**src/rtl/mm3_argmax_if.sv**
```systemverilog
// Handshake and memory-read bundle between mm3_argmax and its environment.
interface mm3_argmax_if #(
   parameter int unsigned DATA_WIDTH = 32,
   parameter int unsigned ADDR_WIDTH = 16,
   parameter int unsigned IDX_WIDTH  = 5
);
   logic                         start;
   logic [ADDR_WIDTH-1:0]        read_addr;
   logic signed [DATA_WIDTH-1:0] read_data;
   logic                         busy;
   logic                         done;
   logic [IDX_WIDTH-1:0]         max_index;
   logic signed [DATA_WIDTH-1:0] max_value;

   // Environment side: drives start and the memory read data.
   modport master (
      output start, read_data,
      input  read_addr, busy, done, max_index, max_value
   );

   // Argmax side.
   modport slave (
      input  start, read_data,
      output read_addr, busy, done, max_index, max_value
   );
endinterface

```
**src/rtl/mm3_argmax.sv**
```systemverilog
// Scans NUM_ENTRIES signed logits through a one-cycle registered memory read port and
// reports the index and value of the largest one with a single-cycle done pulse.
module mm3_argmax #(
   parameter int unsigned NUM_ENTRIES = 32,
   parameter int unsigned DATA_WIDTH  = 32,
   parameter int unsigned ADDR_WIDTH  = 16,
   parameter int unsigned IDX_WIDTH   = 5
) (
   input logic         clk,
   input logic         rst,
   mm3_argmax_if.slave bus_io
);

   typedef enum logic [1:0] {StIdle, StScan, StFlush, StDone} state_e;

   localparam logic [ADDR_WIDTH-1:0] LastAddr = ADDR_WIDTH'(NUM_ENTRIES - 1);

   state_e                       state_q, state_d;
   logic [ADDR_WIDTH-1:0]        addr_q, addr_d;
   logic                         valid_q, valid_d;
   logic [IDX_WIDTH-1:0]         cmp_idx_q, cmp_idx_d;
   logic signed [DATA_WIDTH-1:0] run_max_q, run_max_d;
   logic [IDX_WIDTH-1:0]         run_idx_q, run_idx_d;
   logic [IDX_WIDTH-1:0]         max_index_q, max_index_d;
   logic signed [DATA_WIDTH-1:0] max_value_q, max_value_d;

   // State, address, running-max and result registers.
   always_ff @(posedge clk or posedge rst) begin
      if (rst) begin
         state_q     <= StIdle;
         addr_q      <= '0;
         valid_q     <= 1'b0;
         cmp_idx_q   <= '0;
         run_max_q   <= '0;
         run_idx_q   <= '0;
         max_index_q <= '0;
         max_value_q <= '0;
      end else begin
         state_q     <= state_d;
         addr_q      <= addr_d;
         valid_q     <= valid_d;
         cmp_idx_q   <= cmp_idx_d;
         run_max_q   <= run_max_d;
         run_idx_q   <= run_idx_d;
         max_index_q <= max_index_d;
         max_value_q <= max_value_d;
      end
   end

   // Next-state, address sequencing, running compare and result capture.
   always_comb begin
      state_d     = state_q;
      addr_d      = addr_q;
      cmp_idx_d   = cmp_idx_q;
      run_max_d   = run_max_q;
      run_idx_d   = run_idx_q;
      max_index_d = max_index_q;
      max_value_d = max_value_q;
      // An address driven during SCAN is captured by the memory at the next edge, so its
      // data is present one cycle later; this delay marks that cycle.
      valid_d     = (state_q == StScan);

      unique case (state_q)
         StIdle: begin
            addr_d = '0;
            if (bus_io.start) begin
               state_d   = StScan;
               cmp_idx_d = '0;
            end
         end
         StScan: begin
            if (addr_q == LastAddr) begin
               state_d = StFlush;
            end else begin
               addr_d = addr_q + ADDR_WIDTH'(1);
            end
         end
         StFlush: begin
            state_d = StDone;
         end
         StDone: begin
            // The DONE exit edge is the first IDLE edge: a start already high here begins
            // the next scan directly, giving one scan per NUM_ENTRIES+2 cycles.
            addr_d = '0;
            if (bus_io.start) begin
               state_d   = StScan;
               cmp_idx_d = '0;
            end else begin
               state_d = StIdle;
            end
         end
         default: state_d = StIdle;
      endcase

      if (valid_q) begin
         // Entry 0 seeds the running max; later entries need strictly greater, so ties keep
         // the lowest index.
         if (cmp_idx_q == '0 || bus_io.read_data > run_max_q) begin
            run_max_d = bus_io.read_data;
            run_idx_d = cmp_idx_q;
         end
         cmp_idx_d = cmp_idx_q + IDX_WIDTH'(1);
      end

      // Last entry is compared on the same edge that enters DONE, so take the next values.
      if (state_q == StFlush) begin
         max_index_d = run_idx_d;
         max_value_d = run_max_d;
      end
   end

   assign bus_io.read_addr = addr_q;
   assign bus_io.busy      = (state_q == StScan) || (state_q == StFlush);
   assign bus_io.done      = (state_q == StDone);
   assign bus_io.max_index = max_index_q;
   assign bus_io.max_value = max_value_q;

endmodule

```
**src/flat_wrapper.sv**
```systemverilog
// flat-port wrapper written by rule: the top's interface ports become plain ports
module mm3_argmax_flat 
#(
   parameter int unsigned NUM_ENTRIES = 32,
   parameter int unsigned DATA_WIDTH  = 32,
   parameter int unsigned ADDR_WIDTH  = 16,
   parameter int unsigned IDX_WIDTH   = 5
)
  (clk, rst, bus_io_start, bus_io_read_data, bus_io_read_addr, bus_io_busy, bus_io_done, bus_io_max_index, bus_io_max_value);
  mm3_argmax_if #(.DATA_WIDTH(DATA_WIDTH), .ADDR_WIDTH(ADDR_WIDTH), .IDX_WIDTH(IDX_WIDTH)) bus_io_i ();
  input logic clk;
  input logic rst;
  input wire logic [$bits(bus_io_i.start)-1:0] bus_io_start;
  input wire logic [$bits(bus_io_i.read_data)-1:0] bus_io_read_data;
  output wire logic [$bits(bus_io_i.read_addr)-1:0] bus_io_read_addr;
  output wire logic [$bits(bus_io_i.busy)-1:0] bus_io_busy;
  output wire logic [$bits(bus_io_i.done)-1:0] bus_io_done;
  output wire logic [$bits(bus_io_i.max_index)-1:0] bus_io_max_index;
  output wire logic [$bits(bus_io_i.max_value)-1:0] bus_io_max_value;
  assign bus_io_i.start = bus_io_start;
  assign bus_io_i.read_data = bus_io_read_data;
  assign bus_io_read_addr = bus_io_i.read_addr;
  assign bus_io_busy = bus_io_i.busy;
  assign bus_io_done = bus_io_i.done;
  assign bus_io_max_index = bus_io_i.max_index;
  assign bus_io_max_value = bus_io_i.max_value;
  mm3_argmax #(.NUM_ENTRIES(NUM_ENTRIES), .DATA_WIDTH(DATA_WIDTH), .ADDR_WIDTH(ADDR_WIDTH), .IDX_WIDTH(IDX_WIDTH)) u_core (.clk(clk), .rst(rst), .bus_io(bus_io_i));
endmodule
```
**config.mk**
```make
export PLATFORM = sky130hd
export DESIGN_NAME = mm3_argmax_flat
export DESIGN_NICKNAME = d
export VERILOG_FILES = /design/src/rtl/mm3_argmax_if.sv /design/src/rtl/mm3_argmax.sv /design/src/flat_wrapper.sv
export SDC_FILE = /design/constraint.sdc
export NUM_CORES = 1
export LEC_CHECK = 0
export BUFFER_PORTS_ARGS = -buffer_cell sky130_fd_sc_hd__buf_2
export CELL_PAD_IN_SITES_DETAIL_PLACEMENT = 0
export CELL_PAD_IN_SITES_GLOBAL_PLACEMENT = 1
export CORE_MARGIN = 2
export CORE_UTILIZATION = 36
export DETAILED_ROUTE_END_ITERATION = 10
export GPL_ROUTABILITY_DRIVEN = 0
export PLACE_DENSITY_LB_ADDON = 0.1
export SYNTH_ARGS = -nofsm -noshare
export SYNTH_HDL_FRONTEND = slang
export SYNTH_SLANG_ARGS = --single-unit
```
**constraint.sdc**
```tcl
create_clock -name clk -period 2.9 [get_ports clk]
set_input_delay 0.145 -clock clk [delete_from_list [all_inputs] [get_ports clk]]
set_output_delay 0.145 -clock clk [all_outputs]
set_load 0.01 [all_outputs]
```
==> run_results.csv <==
group,metric,value,unit
status,status,"finished, final reports clean",
floorplanning,die_area,16200,um^2
global_route,antenna_found_initial,0,
route,met1Wirelength,6450,um
logic_synthesis,synth_top_family_by_area,"compound AO/OA/AOI/OAI gates",
route,antenna_left,0,
logic_synthesis,ys_warn_count,0,
route,num_vias,4412,
placement,numPortBuffers,89,
global_route,grt_max_degree,68,
route,drc_errors,0,
route,wire_per_inst,16.3,um
job,drv_cap,0,
critical_path,cp.arrival,2.93,ns
route,dr.pass1.iters,5,
route,wl_met3,446,um
critical_path,cp_slowest_stage_delay,0.45,ns
logic_synthesis,synth.area.top_cells,"dfrtp_1 45%, ha_1 9.2%, o221ai_1 5.4%",
critical_path,path_max_fanout,31,
critical_path,crit_buf_inv,3,
cells_and_area,instances_no_fill,822,
timing,worst_slack,0.198,ns
global_route,grt_pass1_wl,22400,um
cts,clkTransAtPathRegs,0.07,ns
critical_path,start_kind,"flip-flop",
placement,dpl_cell_area,6150,um^2
logic_synthesis,synth_top_area_share,44.9,%
logic_synthesis,synthArstFlopShare,100,%
placement,post-place-ws,0.155,ns
critical_path,path_cells,"inv_1, ha_1, nand4_1, nor4_2, buf_4, a21oi_1, or3b_1, nand3_4, buf_12, mux2_2",
cts,clock_path_buffers,2,
min_path,hp-class,"in2reg",
logic_synthesis,ys.flop_type,"dfrtp_1",
timing,clock_skew,0.00963,ns
cts,cts_num_sinks,98,
floorplanning,die_h,127,um
logic_synthesis,synth_fa_ha_area_share,9.15,%
route,wl_met2,6320,um
critical_path,cp_top_family,"simple AND/OR/NAND/NOR gates",
power_and_ir_drop,p_total,7.03,mW
logic_synthesis,synth-simple-area-share,11.1,%
cts,cts_buffers,9,
logic_synthesis,synth-seq-area-share,44.9,%
critical_path,critPathKind,"reg2reg",
critical_path,crit_required,3.13,ns
cts,cts_setup_buffers,0,
cts,insertion_delay,0.35,ns
cts,cts_tree,"built",
critical_path,endpoint_kind,"flip-flop",
timing,setup_viol,0,
route,top_layer,"met4",
route,totalWireLength,13400,um
cells_and_area,drive_above_1_share,23.0,%
logic_synthesis,synth-edff-count,0,
floorplanning,rows,45,
floorplanning,pin_count,90,
logic_synthesis,ys_seq_elements,98,
global_route,grt_usage,17.5,%
timing,fmax,0.370,GHz
timing,rsz0062_at_grt,"false",
cells_and_area,antenna_cells,0,
logic_synthesis,netlist_area,5470,um^2
cells_and_area,final_cell_mix,"98 x dfrtp_1, 89 x buf_2, 75 x inv_1",
logic_synthesis,synth_cell_type_count,47,
critical_path,crit_slowest_cell,"or3b_1",
logic_synthesis,synth_nets,618,
power_and_ir_drop,power_density,1090,nW/um^2
route,drt_iter0_drc,250,
cells_and_area,final_area,6460,um^2
timing,slew_violations,0,
floorplanning,core_area,15000,um^2
power_and_ir_drop,peakVddDrop,0.487,mV
timing,fin_tns_setup,0,ns
placement,dp_cells,805,
global_route,overflow,0,
timing,post-route-min-period,2.70,ns
logic_synthesis,yosys.area.top_type,"dfrtp_1",
logic_synthesis,synth_compound_area_share,17.6,%
global_route,grt_pass1_vias,4267,
route,vias_per_cell,5.37,
logic_synthesis,synthXorXnorAreaFrac,1.28,%
timing,hold_viol_final,0,
logic_synthesis,syn_avg_cell_area,10.1,um^2
timing,slew_headroom,49.6,%
cts,cts_root_buffer,"clkbuf_16",
cells_and_area,area_growth_syn_to_layout,18.2,%
cts,htree_levels,3,
timing,post-route-period-util,93.2,%
logic_synthesis,synth.mux.area_fraction,7.37,%
cells_and_area,fin_nets,704,
power_and_ir_drop,p_leak,3.14,nW
logic_synthesis,synthCells,543,
cells_and_area,layout.cells.most_common,"dfrtp_1",
floorplanning,start_util,36.4,%
placement,hpwl,9450,um
floorplanning,die_w,127,um
timing,worst_pin_slew,0.754,ns
[sequential cells by signal (all words and copies together), names as in the netlist]
name and flops:
u_core.run_idx_q 5, u_core.valid_q 1, u_core.bus_io.read_addr 16, u_core.run_max_q 32, u_core.state_q 2, u_core.bus_io.max_index 5
u_core.bus_io.max_value 32, u_core.cmp_idx_q 5
[cell usage after synthesis (all sizes together) (4+ instances only)]
master	number
o221ai	34
a21oi	22
nand3	8
mux2	34
buf	13
nor2	19
o311ai	34
dfrtp	98
o21ai	21
clkbuf	16
or3	4
nand4	17
nor3	4
ha	40
inv	76
nand2	60
xor2	7
a31oi	4
[worst reg2reg max path, delay by kind of cell (launching register included)]
family / cells / cell delay (ns)
and+or+nand+nor: 4 / 0.85
adders and majority gates: 1 / 0.29
buffers and inverters: 3 / 0.40
AOI/OAI and AO/OA: 1 / 0.29
muxes: 1 / 0.36
DFF: 1 / 0.39
[power by group]
| part | leakage, nW | switching (mW) | internal, mW |
|---|---|---|---|
| sequential | 1.22 | 0.394 | 1.95 |
| clock | 0.149 | 0.529 | 0.690 |
| combinational | 1.77 | 1.97 | 1.50 |
| total | 3.14 | 2.89 | 4.14 |
[through the flow]
step	util (%)	hold WS (ns)
global route	43.0	0.0469
detailed placement	40.9	0.197
global placement	40.9	0.189
floorplan	-	0.280
finish	43.0	0.0486
CTS	43.0	0.0360
[worst paths after layout]
path	from	to	slack, ns	cells past startpoint
setup / recovery	u_core.run_max_q[31]	u_core.run_max_q[0]	0.20	10
max in group asynchronous	rst	u_core.bus_io.max_value[1]	1.82	4
hold / removal	bus_io_read_data[29]	u_core.run_max_q[29]	0.05	2
min in group asynchronous	rst	u_core.bus_io.max_value[17]	0.36	3
hold reg to reg	u_core.run_idx_q[1]	u_core.run_idx_q[1]	0.49	1
setup reg to reg	u_core.run_max_q[31]	u_core.run_max_q[0]	0.20	10
[area by class of cell]
type | count | area, um^2
fillers | 1462 | 8570
multi-input cells | 340 | 2570
flip-flops and latches | 98 | 2450
repair buffers | 104 | 623
inverters | 76 | 288
clock buffers | 11 | 243
well taps | 188 | 235
clock inverters | 5 | 53.8
[metal layers]
metal | global-route usage [%] | up-vias
met5 | 0 | -
met4 | 5.82 | 0
met3 | 2.68 | 16
met2 | 28.9 | 75
met1 | 23.5 | 2160
li1 | - | 2161
[repair_timing]
item                                   in CTS  in global routing
resized for setup                           0                  6
setup endpoints to repair                   0                  5
hold buffers                                1                  0
endpoints found under the hold margin      31                  0
[kinds of logic after synthesis]
family,after synthesis
compound gates,130
mux,36
flops,98
simple gates,126
buf+inv,105
fa+ha+maj,40
xor+xnor,8
Power figures use the tool's default switching activity.
